<file path="src/rtl/mini_core_local_port_ctrl_if.sv">
// Shared transaction types and the local-port bundle between tile core, controller and router.
// The controller takes the slave view; the core/router side (or a bench) takes the master view.
package mini_core_pkg;
   typedef struct packed {
      logic [3:0]  dst;
      logic [3:0]  src;
      logic [23:0] data;
   } t_tile_trans;

   typedef logic [3:0] t_fab_ready;
endpackage

interface mini_core_local_port_ctrl_if
   import mini_core_pkg::*;
#(
   parameter int NUM_REQ  = 3,
   parameter int RX_DEPTH = 4
) ();
   // core-side injection requesters
   logic [NUM_REQ-1:0]                req_valid;
   t_tile_trans [NUM_REQ-1:0]         req_trans;
   logic [NUM_REQ-1:0]                req_ready;
   // injection towards the router local input
   logic                              in_local_req_valid;
   t_tile_trans                       in_local_req;
   t_fab_ready                        out_local_ready;
   // ejection from the router local output
   logic                              out_local_req_valid;
   t_tile_trans                       out_local_req;
   t_fab_ready                        in_local_ready;
   // core-side RX pop port and status
   logic                              rx_valid;
   t_tile_trans                       rx_trans;
   logic                              rx_ready;
   logic [$clog2(RX_DEPTH+1)-1:0]     rx_count;
   logic [$clog2(NUM_REQ)-1:0]        grant_id;

   modport slave (
      input  req_valid, req_trans, out_local_ready, out_local_req_valid, out_local_req, rx_ready,
      output req_ready, in_local_req_valid, in_local_req, in_local_ready,
             rx_valid, rx_trans, rx_count, grant_id
   );

   modport master (
      output req_valid, req_trans, out_local_ready, out_local_req_valid, out_local_req, rx_ready,
      input  req_ready, in_local_req_valid, in_local_req, in_local_ready,
             rx_valid, rx_trans, rx_count, grant_id
   );
endinterface

</file>
<file path="src/rtl/mini_core_local_port_ctrl.sv">
// Tile local-port controller: round-robin injection arbiter with a one-entry holding register, plus RX FIFO.
// Latency: injection 1 cycle from req_ready to in_local_req_valid; RX 1 cycle from write to rx_valid.
// Backpressure: injection holds until all four router arbiters are ready; RX ready drops when the FIFO is full.
module mini_core_local_port_ctrl
   import mini_core_pkg::*;
#(
   parameter int NUM_REQ  = 3,
   parameter int RX_DEPTH = 4
) (
   input  logic                        clk,
   input  logic                        rst,
   mini_core_local_port_ctrl_if.slave  lp
);
   localparam int GW = $clog2(NUM_REQ);
   localparam int CW = $clog2(RX_DEPTH + 1);
   localparam int PW = $clog2(RX_DEPTH);

   typedef enum logic {ST_IDLE, ST_HOLD} t_inj_state;

   // ------------------------------------------------------------------
   // Injection path
   // ------------------------------------------------------------------
   t_inj_state        state_q, state_d;
   logic [GW-1:0]     grant_q;
   logic [GW-1:0]     win_id;
   logic              win_vld;
   logic              inj_go;
   logic              acc_en;
   logic              acc_vld;
   t_tile_trans       hold_q;

   assign inj_go = (state_q == ST_HOLD) && (&lp.out_local_ready);

   // Search starts just after the last winner so every requester is served within NUM_REQ grants.
   always_comb begin
      int            idx;
      logic [GW-1:0] idx_g;
      win_vld = 1'b0;
      win_id  = grant_q;
      idx     = 0;
      idx_g   = '0;
      for (int i = 1; i <= NUM_REQ; i++) begin
         idx   = (int'(grant_q) + i) % NUM_REQ;
         idx_g = GW'(idx);
         if (!win_vld && lp.req_valid[idx_g]) begin
            win_vld = 1'b1;
            win_id  = idx_g;
         end
      end
   end

   always_comb begin
      state_d = state_q;
      acc_en  = 1'b0;
      case (state_q)
         ST_IDLE: begin
            acc_en = 1'b1;
            if (win_vld) state_d = ST_HOLD;
         end
         ST_HOLD: begin
            if (inj_go) begin
               acc_en  = 1'b1;
               state_d = win_vld ? ST_HOLD : ST_IDLE;
            end
         end
         default: state_d = ST_IDLE;
      endcase
   end

   assign acc_vld = rst && acc_en && win_vld;

   always_comb begin
      lp.req_ready = '0;
      for (int j = 0; j < NUM_REQ; j++) begin
         lp.req_ready[j] = acc_vld && (win_id == GW'(j));
      end
   end

   always_ff @(posedge clk) begin
      if (!rst) begin
         state_q <= ST_IDLE;
         grant_q <= GW'(NUM_REQ - 1);
         hold_q  <= '0;
      end else begin
         state_q <= state_d;
         if (acc_vld) begin
            hold_q  <= lp.req_trans[win_id];
            grant_q <= win_id;
         end
      end
   end

   assign lp.in_local_req_valid = (state_q == ST_HOLD);
   assign lp.in_local_req       = hold_q;
   assign lp.grant_id           = grant_q;

   // ------------------------------------------------------------------
   // RX FIFO
   // ------------------------------------------------------------------
   t_tile_trans       mem_q [RX_DEPTH];
   logic [PW-1:0]     wr_ptr_q, rd_ptr_q;
   logic [CW-1:0]     count_q;
   logic              not_full;
   logic              wr_en, rd_en;

   assign not_full = (count_q < CW'(RX_DEPTH));
   assign wr_en    = rst && lp.out_local_req_valid && not_full;
   assign rd_en    = rst && (count_q != '0) && lp.rx_ready;

   always_ff @(posedge clk) begin
      if (!rst) begin
         wr_ptr_q <= '0;
         rd_ptr_q <= '0;
         count_q  <= '0;
      end else begin
         if (wr_en) wr_ptr_q <= wr_ptr_q + PW'(1);
         if (rd_en) rd_ptr_q <= rd_ptr_q + PW'(1);
         case ({wr_en, rd_en})
            2'b10:   count_q <= count_q + CW'(1);
            2'b01:   count_q <= count_q - CW'(1);
            default: count_q <= count_q;
         endcase
      end
   end

   // Storage needs no reset: the occupancy count alone decides what is visible.
   always_ff @(posedge clk) begin
      if (wr_en) mem_q[wr_ptr_q] <= lp.out_local_req;
   end

   assign lp.rx_valid       = (count_q != '0);
   assign lp.rx_trans       = mem_q[rd_ptr_q];
   assign lp.rx_count       = count_q;
   assign lp.in_local_ready = (rst && not_full) ? 4'b1111 : 4'b0000;

   // ------------------------------------------------------------------
   // Protocol checks
   // ------------------------------------------------------------------
   a_no_push_when_full: assert property (@(posedge clk) disable iff (!rst)
      !(lp.out_local_req_valid && !not_full));

   a_req_ready_onehot: assert property (@(posedge clk) $onehot0(lp.req_ready));

   a_count_bounded: assert property (@(posedge clk) disable iff (!rst)
      count_q <= CW'(RX_DEPTH));

   a_hold_stable: assert property (@(posedge clk) disable iff (!rst)
      (state_q == ST_HOLD && !inj_go) |=> (state_q == ST_HOLD && $stable(hold_q)));

endmodule

</file>
<file path="src/flat_wrapper.sv">
// flat-port wrapper written by rule: the top's interface ports become plain ports
module mini_core_local_port_ctrl_flat import mini_core_pkg::*;
#(
   parameter int NUM_REQ  = 3,
   parameter int RX_DEPTH = 4
)
  (clk, rst, lp_req_valid, lp_req_trans, lp_out_local_ready, lp_out_local_req_valid, lp_out_local_req, lp_rx_ready, lp_req_ready, lp_in_local_req_valid, lp_in_local_req, lp_in_local_ready, lp_rx_valid, lp_rx_trans, lp_rx_count, lp_grant_id);
  mini_core_local_port_ctrl_if #(.NUM_REQ(NUM_REQ), .RX_DEPTH(RX_DEPTH)) lp_i ();
  input  logic clk;
  input  logic rst;
  input wire logic [$bits(lp_i.req_valid)-1:0] lp_req_valid;
  input wire logic [$bits(lp_i.req_trans)-1:0] lp_req_trans;
  input wire logic [$bits(lp_i.out_local_ready)-1:0] lp_out_local_ready;
  input wire logic [$bits(lp_i.out_local_req_valid)-1:0] lp_out_local_req_valid;
  input wire logic [$bits(lp_i.out_local_req)-1:0] lp_out_local_req;
  input wire logic [$bits(lp_i.rx_ready)-1:0] lp_rx_ready;
  output wire logic [$bits(lp_i.req_ready)-1:0] lp_req_ready;
  output wire logic [$bits(lp_i.in_local_req_valid)-1:0] lp_in_local_req_valid;
  output wire logic [$bits(lp_i.in_local_req)-1:0] lp_in_local_req;
  output wire logic [$bits(lp_i.in_local_ready)-1:0] lp_in_local_ready;
  output wire logic [$bits(lp_i.rx_valid)-1:0] lp_rx_valid;
  output wire logic [$bits(lp_i.rx_trans)-1:0] lp_rx_trans;
  output wire logic [$bits(lp_i.rx_count)-1:0] lp_rx_count;
  output wire logic [$bits(lp_i.grant_id)-1:0] lp_grant_id;
  assign lp_i.req_valid = lp_req_valid;
  assign lp_i.req_trans = lp_req_trans;
  assign lp_i.out_local_ready = lp_out_local_ready;
  assign lp_i.out_local_req_valid = lp_out_local_req_valid;
  assign lp_i.out_local_req = lp_out_local_req;
  assign lp_i.rx_ready = lp_rx_ready;
  assign lp_req_ready = lp_i.req_ready;
  assign lp_in_local_req_valid = lp_i.in_local_req_valid;
  assign lp_in_local_req = lp_i.in_local_req;
  assign lp_in_local_ready = lp_i.in_local_ready;
  assign lp_rx_valid = lp_i.rx_valid;
  assign lp_rx_trans = lp_i.rx_trans;
  assign lp_rx_count = lp_i.rx_count;
  assign lp_grant_id = lp_i.grant_id;
  mini_core_local_port_ctrl #(.NUM_REQ(NUM_REQ), .RX_DEPTH(RX_DEPTH)) u_core (.clk(clk), .rst(rst), .lp(lp_i));
endmodule
</file>
<file path="config.mk">
export PLATFORM = sky130hd
export DESIGN_NAME = mini_core_local_port_ctrl_flat
export DESIGN_NICKNAME = d
export VERILOG_FILES = /design/src/rtl/mini_core_local_port_ctrl_if.sv /design/src/rtl/mini_core_local_port_ctrl.sv /design/src/flat_wrapper.sv
export SDC_FILE = /design/constraint.sdc
export NUM_CORES = 1
export LEC_CHECK = 0
export BUFFER_PORTS_ARGS = -buffer_cell sky130_fd_sc_hd__buf_2
export CAP_MARGIN = 20
export CORE_MARGIN = 1
export CORE_UTILIZATION = 44
export CTS_BUF_LIST = sky130_fd_sc_hd__clkbuf_4 sky130_fd_sc_hd__clkbuf_8
export DETAILED_ROUTE_END_ITERATION = 10
export GPL_TIMING_DRIVEN = 0
export HOLD_SLACK_MARGIN = 0.05
export PLACE_DENSITY = 0.7
export SKIP_CTS_REPAIR_TIMING = 1
export SYNTH_ARGS = -nofsm -noshare
export SYNTH_HDL_FRONTEND = slang
export SYNTH_SLANG_ARGS = --single-unit
</file>
<file path="constraint.sdc">
create_clock -name clk -period 6.5 [get_ports clk]
set_input_delay 1.3 -clock clk [delete_from_list [all_inputs] [get_ports clk]]
set_output_delay 1.3 -clock clk [all_outputs]
set_load 0.01 [all_outputs]
</file>
== Word level (Yosys, flattened, before mapping) ==
Memory sizes are Yosys's and may differ from the RTL's. A register that Yosys moved wholly into a read port is not among the register bits.
Index checks and enable logic that the tools add are counted.
Storage, ports and cells
  memories: 1
  output and inout bits: 78
  register bits after elaboration: 42
  logic and storage cells: 73
  input bits: 139
  bits in writable memories: 128
Memories
  u_core.mem_q: depth 4, width 32, rd ports 1, clocked after memory_dff 1, write ports 1, line mini_core_local_port_ctrl.sv:100  | t_tile_trans mem_q [RX_DEPTH];
Operators by class
  mux-type cells: 25
  magnitude comparators: 5
  divide/modulo/power cells: 3
  add/subtract/negate cells: 7
  reduce and logical (&&, ||, !) cells: 19
  equal/unequal tests: 4
  bitwise logic cells: 1
Operator list (number)
  32-bit by 3-bit remainder unit with 32-bit output (second input constant): 3
  32-bit binary-select mux with 2-bit select: 1
  32-bit two-way mux: 1
  1-bit logical AND: 13
  2-bit by 3-bit less-than comparator with 1-bit output (second input constant): 4
  1-bit two-way mux: 11
  2-bit two-way mux: 5
  2-bit by 2-bit adder with 3-bit output (second input constant): 2
  1-bit binary-select mux with 2-bit select: 3
  3-bit one-hot mux with 2 select lines: 1
  2-bit by 1-bit adder with 2-bit output (second input constant): 2
  2-bit by 1-bit == test with 1-bit output (second input constant): 2
  2-bit == test (second input constant): 2
  4-bit two-way mux: 1
  1-bit one-hot mux with 2 select lines: 2
  4-bit AND reduction: 1
  2-bit by 1-bit adder with 3-bit output (second input constant): 1
  3-bit by 1-bit adder with 3-bit output (second input constant): 1
  3-bit less-than comparator (second input constant): 1
  3-bit nonzero test: 1
  3-bit by 1-bit subtractor with 3-bit output (second input constant): 1
  1-bit zero test: 2
  2-bit zero test: 1
  2-bit nonzero test: 1
  1-bit inverter: 1

== Depth between registers and ports, before layout ==
  word-level depth: 14
  depth in mapped cells: 12
  depth with buffers taken out: 10

== Worst setup path before layout ==
Ideal clock, no wire load.
  kind: input-to-output
  start: in lp_req_valid[2]
  end: out lp_req_ready[0]
  buffers on the path: 2
  data required time: 5.200 ns
  data arrival time: 2.682 ns
  slack: 2.518 ns
  cell stages on the path: 7
  cells stage by stage: a22o_1 -> a211oi_4 -> o22ai_1 -> a32o_1 -> buf_6 -> buf_2 -> nor2_1
Between the ends
  longest elaborated chain between the ends: 11
  elaborated cells between the ends (all ways): 19
Ends and longest elaborated chain
  start: declaration: line flat_wrapper.sv:11  | input wire logic [$bits(lp_i.req_valid)-1:0] lp_req_valid;
  1-bit binary-select mux with 2-bit select: line mini_core_local_port_ctrl.sv:45  | if (!win_vld && lp.req_valid[idx_g]) begin
  1-bit two-way mux (implied by the code): line mini_core_local_port_ctrl.sv:45
  1-bit two-way mux: line mini_core_local_port_ctrl.sv:45
  1-bit zero test: line mini_core_local_port_ctrl.sv:45
  1-bit logical AND: line mini_core_local_port_ctrl.sv:45
  1-bit two-way mux: line mini_core_local_port_ctrl.sv:45
  1-bit zero test: line mini_core_local_port_ctrl.sv:45
  1-bit logical AND: line mini_core_local_port_ctrl.sv:45
  2-bit two-way mux / 1-bit two-way mux (equally long branches): line mini_core_local_port_ctrl.sv:45
  2-bit zero test / 1-bit logical AND (equally long branches): line mini_core_local_port_ctrl.sv:75, mini_core_local_port_ctrl.sv:70
  1-bit logical AND (*): line mini_core_local_port_ctrl.sv:75  | lp.req_ready[j] = acc_vld && (win_id == GW'(j));
  end: declaration: line flat_wrapper.sv:17  | output wire logic [$bits(lp_i.req_ready)-1:0] lp_req_ready;
Every way passes the cells marked *; elsewhere a longest branch is shown, timed or not. The select of a mux whose other input is x is not followed.

== Final worst setup path ==
  start: reg u_core.grant_q[0] (netlist: u_core.lp.grant_id[0])
  end: out lp_req_ready[0]
Between the ends
  longest elaborated chain between the ends: 13
  elaborated cells between the ends (all ways): 25
Ends and longest elaborated chain
  start: declaration: line mini_core_local_port_ctrl.sv:24  | logic [GW-1:0] grant_q;
  start signal: assignment: line mini_core_local_port_ctrl.sv:82  | grant_q <= GW'(NUM_REQ - 1);
  start signal: assignment: line mini_core_local_port_ctrl.sv:88  | grant_q <= win_id;
  2-bit by 1-bit adder with 3-bit output: line mini_core_local_port_ctrl.sv:43  | idx = (int'(grant_q) + i) % NUM_REQ;
  32-bit by 3-bit remainder unit with 32-bit output: line mini_core_local_port_ctrl.sv:43
  1-bit binary-select mux with 2-bit select: line mini_core_local_port_ctrl.sv:45
  1-bit two-way mux (implied by the code): line mini_core_local_port_ctrl.sv:45
  1-bit two-way mux: line mini_core_local_port_ctrl.sv:45
  1-bit zero test: line mini_core_local_port_ctrl.sv:45
  1-bit logical AND: line mini_core_local_port_ctrl.sv:45
  1-bit two-way mux: line mini_core_local_port_ctrl.sv:45
  1-bit zero test: line mini_core_local_port_ctrl.sv:45
  1-bit logical AND: line mini_core_local_port_ctrl.sv:45
  2-bit two-way mux / 1-bit two-way mux (equally long branches): line mini_core_local_port_ctrl.sv:45
  2-bit zero test / 1-bit logical AND (equally long branches): line mini_core_local_port_ctrl.sv:75, mini_core_local_port_ctrl.sv:70
  1-bit logical AND (*): line mini_core_local_port_ctrl.sv:75
Marks and branches as above.

==> impl_metrics.yaml <==
outcome:
  run_status: "complete, no violations"
grt:
  grt_antenna_before_repair: 1
  grt_max_degree: 33
  total_routing_usage_reported_by_global_routing: 0.220
  grt_pass1_vias: 5118
  grt_first_pass_wirelength_um: 26500
  grt_overflow_total: 0
placement:
  place_hpwl_um: 12700
  place_congestion: 0.853
  dp_worst_setup_slack_ns: 1.80
  portBuffers: 216
worst_setup_path:
  timing.critical_path.slowest_stage_cell: "o21ai_1"
  sort_of_element_at_the_start_of_the_critical_path: "register"
  critPathKind: "reg -> out"
  worstSetupEndpointType: "primary output"
  crit_arrival_ns: 3.45
  critical_path_required_ns: 5.20
  timing.critical_path.cells: "inv_1 -> ha_1 -> nor4bb_1 -> a221oi_2 -> nor3b_1 -> o21ai_1 -> clkbuf_1 -> nor2_1 -> buf_2"
  crit_path_max_fanout: 10
  cp_slowest_stage_delay_ns: 0.60
drt:
  first_drt_pass_iteration_count: 5
  initial_drc_count: 262
  route.antenna.remaining_nets: 0
  drt-wirelength-per-cell_um: 19.6
  vias_post_dr: 4826
  detail_route.drc_violations: 0
  vias_per_cell: 5.42
  routed_wl_um: 17400
synth:
  synthesized_netlist_net_count: 578
  leading_cell_types_by_count_after_synthesis: "edfxtp_1 (128), dfxtp_1 (44), mux4_2 (32)"
  synth.ff_latch_count: 172
  synth_largest_type_area_fraction: 0.552
  synthesis.area_per_instance_um2: 16.2
  ys_warn_count: 0
  synth_flop_cell: "edfxtp_1"
  synth_seq_area_share: 0.678
  postSynth.asyncResetShare: 0
  mappedNetlistArea_um2: 6970
  synth_enable_flop_cells: 128
  synthTopCellsByArea: "edfxtp_1 (55%), dfxtp_1 (13%), mux4_2 (10%)"
  synth_cells: 430
  synthMostInstantiatedCell: "edfxtp_1"
  synth.largest_area_cell: "edfxtp_1"
  synth_cell_types: 49
clock_network:
  cts_root_buf: "clkbuf_8"
  h-tree-depth: 4
  cts_inserted_buffers: 17
  clockBufferDepth: 2
  path_clk_slew_ns: 0.10
  worst_skew_pair.late_latency_ns: 0.46
  tritoncts_num_sinks: 172
  cts_tree: "yes"
sta:
  timing.setup.tns_ns: 0
  setup_viol_count_final: 0
  timing.clock.skew_ns: 0.0138
  pin_slew_with_the_least_headroom_to_its_limit_ns: 0.892
  rsz_0062_raised_after_global_routing: "no"
  timing_max_transition_violations_final: 0
  fin_crit_sh: 0.730
  fin_crit_ns: 4.75
  fin_hold_ws_ns: 0.492
  timing.final.hold_violations: 0
  final_critical_path_setup_slack_ns: 1.75
  max_slew_margin: 0.405
  max_clock_freq_mhz: 211
pwr:
  report.power.total_mw: 3.10
  power_switching_mw: 1.04
  share_clk_of_total_power: 0.248
  power.ir.vdd_worst_uv: 181
  power.share.switching: 0.335
  powerDensity_nw_per_um2: 355
  p_int_mw: 2.06
  power_frac_comb: 0.312
  share_seq_of_total_power: 0.440
  total_leakage_power_nw: 3.34
die:
  initial_core_util: 0.455
  die-area_um2: 16300
  die_extent_in_x_um: 128
  die_h_um: 128
  core_area_um2: 15300
  num_rows: 45
  ioPinCount: 217
job:
  max_cap_violations: 0
final_layout:
  area_growth_syn_to_fin_pct: 25.4
  num-nets-final: 813
  drive_gt1_frac: 0.445
min_path:
  worstHoldPathType: "reg -> reg"
==> power groups by stage <==
stage	sequential (mW)	clock [mW]	combinational (mW)
5_1_grt	1.38	0.830	1.04
3_3_place_gp	1.38	0	0.945
2_1_floorplan	1.41	0	0.591
4_1_cts	1.36	0.789	0.967
6_report	1.36	0.768	0.966
3_5_place_dp	1.38	0	0.965
==> cells by family (layout without fill, tap and decap cells) <==
logic type,count (synthesis),after routing,share of synthesized area
XOR/XNOR,5,5,0.00629
adder cells (fa/ha/maj),9,9,0.0172
multiplexers,52,52,0.132
AND/OR/NAND/NOR,62,62,0.0456
other,0,1,0
buffers and inverters,39,287,0.0287
flip-flops,172,172,0.678
AO/OA/AOI/OAI,91,91,0.0919
==> worst paths after layout <==
path	startpoint	to	slack (ns)	cells past startpoint
hold reg to reg	u_core.lp.in_local_req[24]	u_core.lp.in_local_req[24]	0.49	2
setup reg to reg	u_core.lp.grant_id[0]	u_core.lp.in_local_req[7]	3.51	8
hold / removal	u_core.lp.in_local_req[24]	u_core.lp.in_local_req[24]	0.49	2
setup / recovery	u_core.lp.grant_id[0]	lp_req_ready[0]	1.75	9
==> cells in the final DEF, fill, tap and decap left out, types with 6 or more instances in the layout <==
cell and count:
buf_2 223, edfxtp_1 128, dfxtp_1 44, mux4_2 32
a22oi_1 27, nand3_1 27, mux2i_1 20, o21ai_1 17
clkbuf_8 17, a31oi_1 13, nor2_1 12, inv_1 9
clkbuf_1 9, ha_1 8, nand2_1 6
==> cell type report <==
class                   count  area (um^2)
fillers                  1287         6580
multi-input cells         219         2050
diodes                      1         2.50
clock inverters            15          180
repair buffers            216         1080
flip-flops and latches    172         4720
inverters                  10         37.5
clock buffers              17          234
well taps                 211          264
plain buffers              29          163
==> registers in the layout, indices dropped and copies added (netlist names), named ones only <==
register and flops:
u_core.lp.grant_id 2, u_core.rd_ptr_q 2, u_core.mem_q 128, u_core.wr_ptr_q 2, u_core.lp.rx_count 3, u_core.lp.in_local_req 32, u_core.lp.in_local_req_valid 1
==> per-layer routing <==
metal	part of all wire	track usage
met1	0.38	0.244
met2	0.52	0.381
met3	0.074	0.0643
met4	0.034	0.118
met5	0	0
==> critical path, delay by kind of cell (launching register included) <==
kind	cells	cell delay, ns
AND/OR/NAND/NOR	3	0.67
AO/OA/AOI/OAI	2	0.75
buffers and inverters	3	0.68
adder cells (fa/ha/maj)	1	0.40
flip-flops	1	0.47
==> metrics by stage <==
step / utilization / instances / area (um^2)
2_1_floorplan: - / 430 / 6970
3_3_place_gp: 0.543 / 857 / 8310
3_5_place_dp: 0.543 / 857 / 8320
4_1_cts: 0.570 / 889 / 8730
5_1_grt: 0.570 / 890 / 8730
6_report: 0.570 / 890 / 8730
Note: power is estimated with default switching activity, not from simulation.
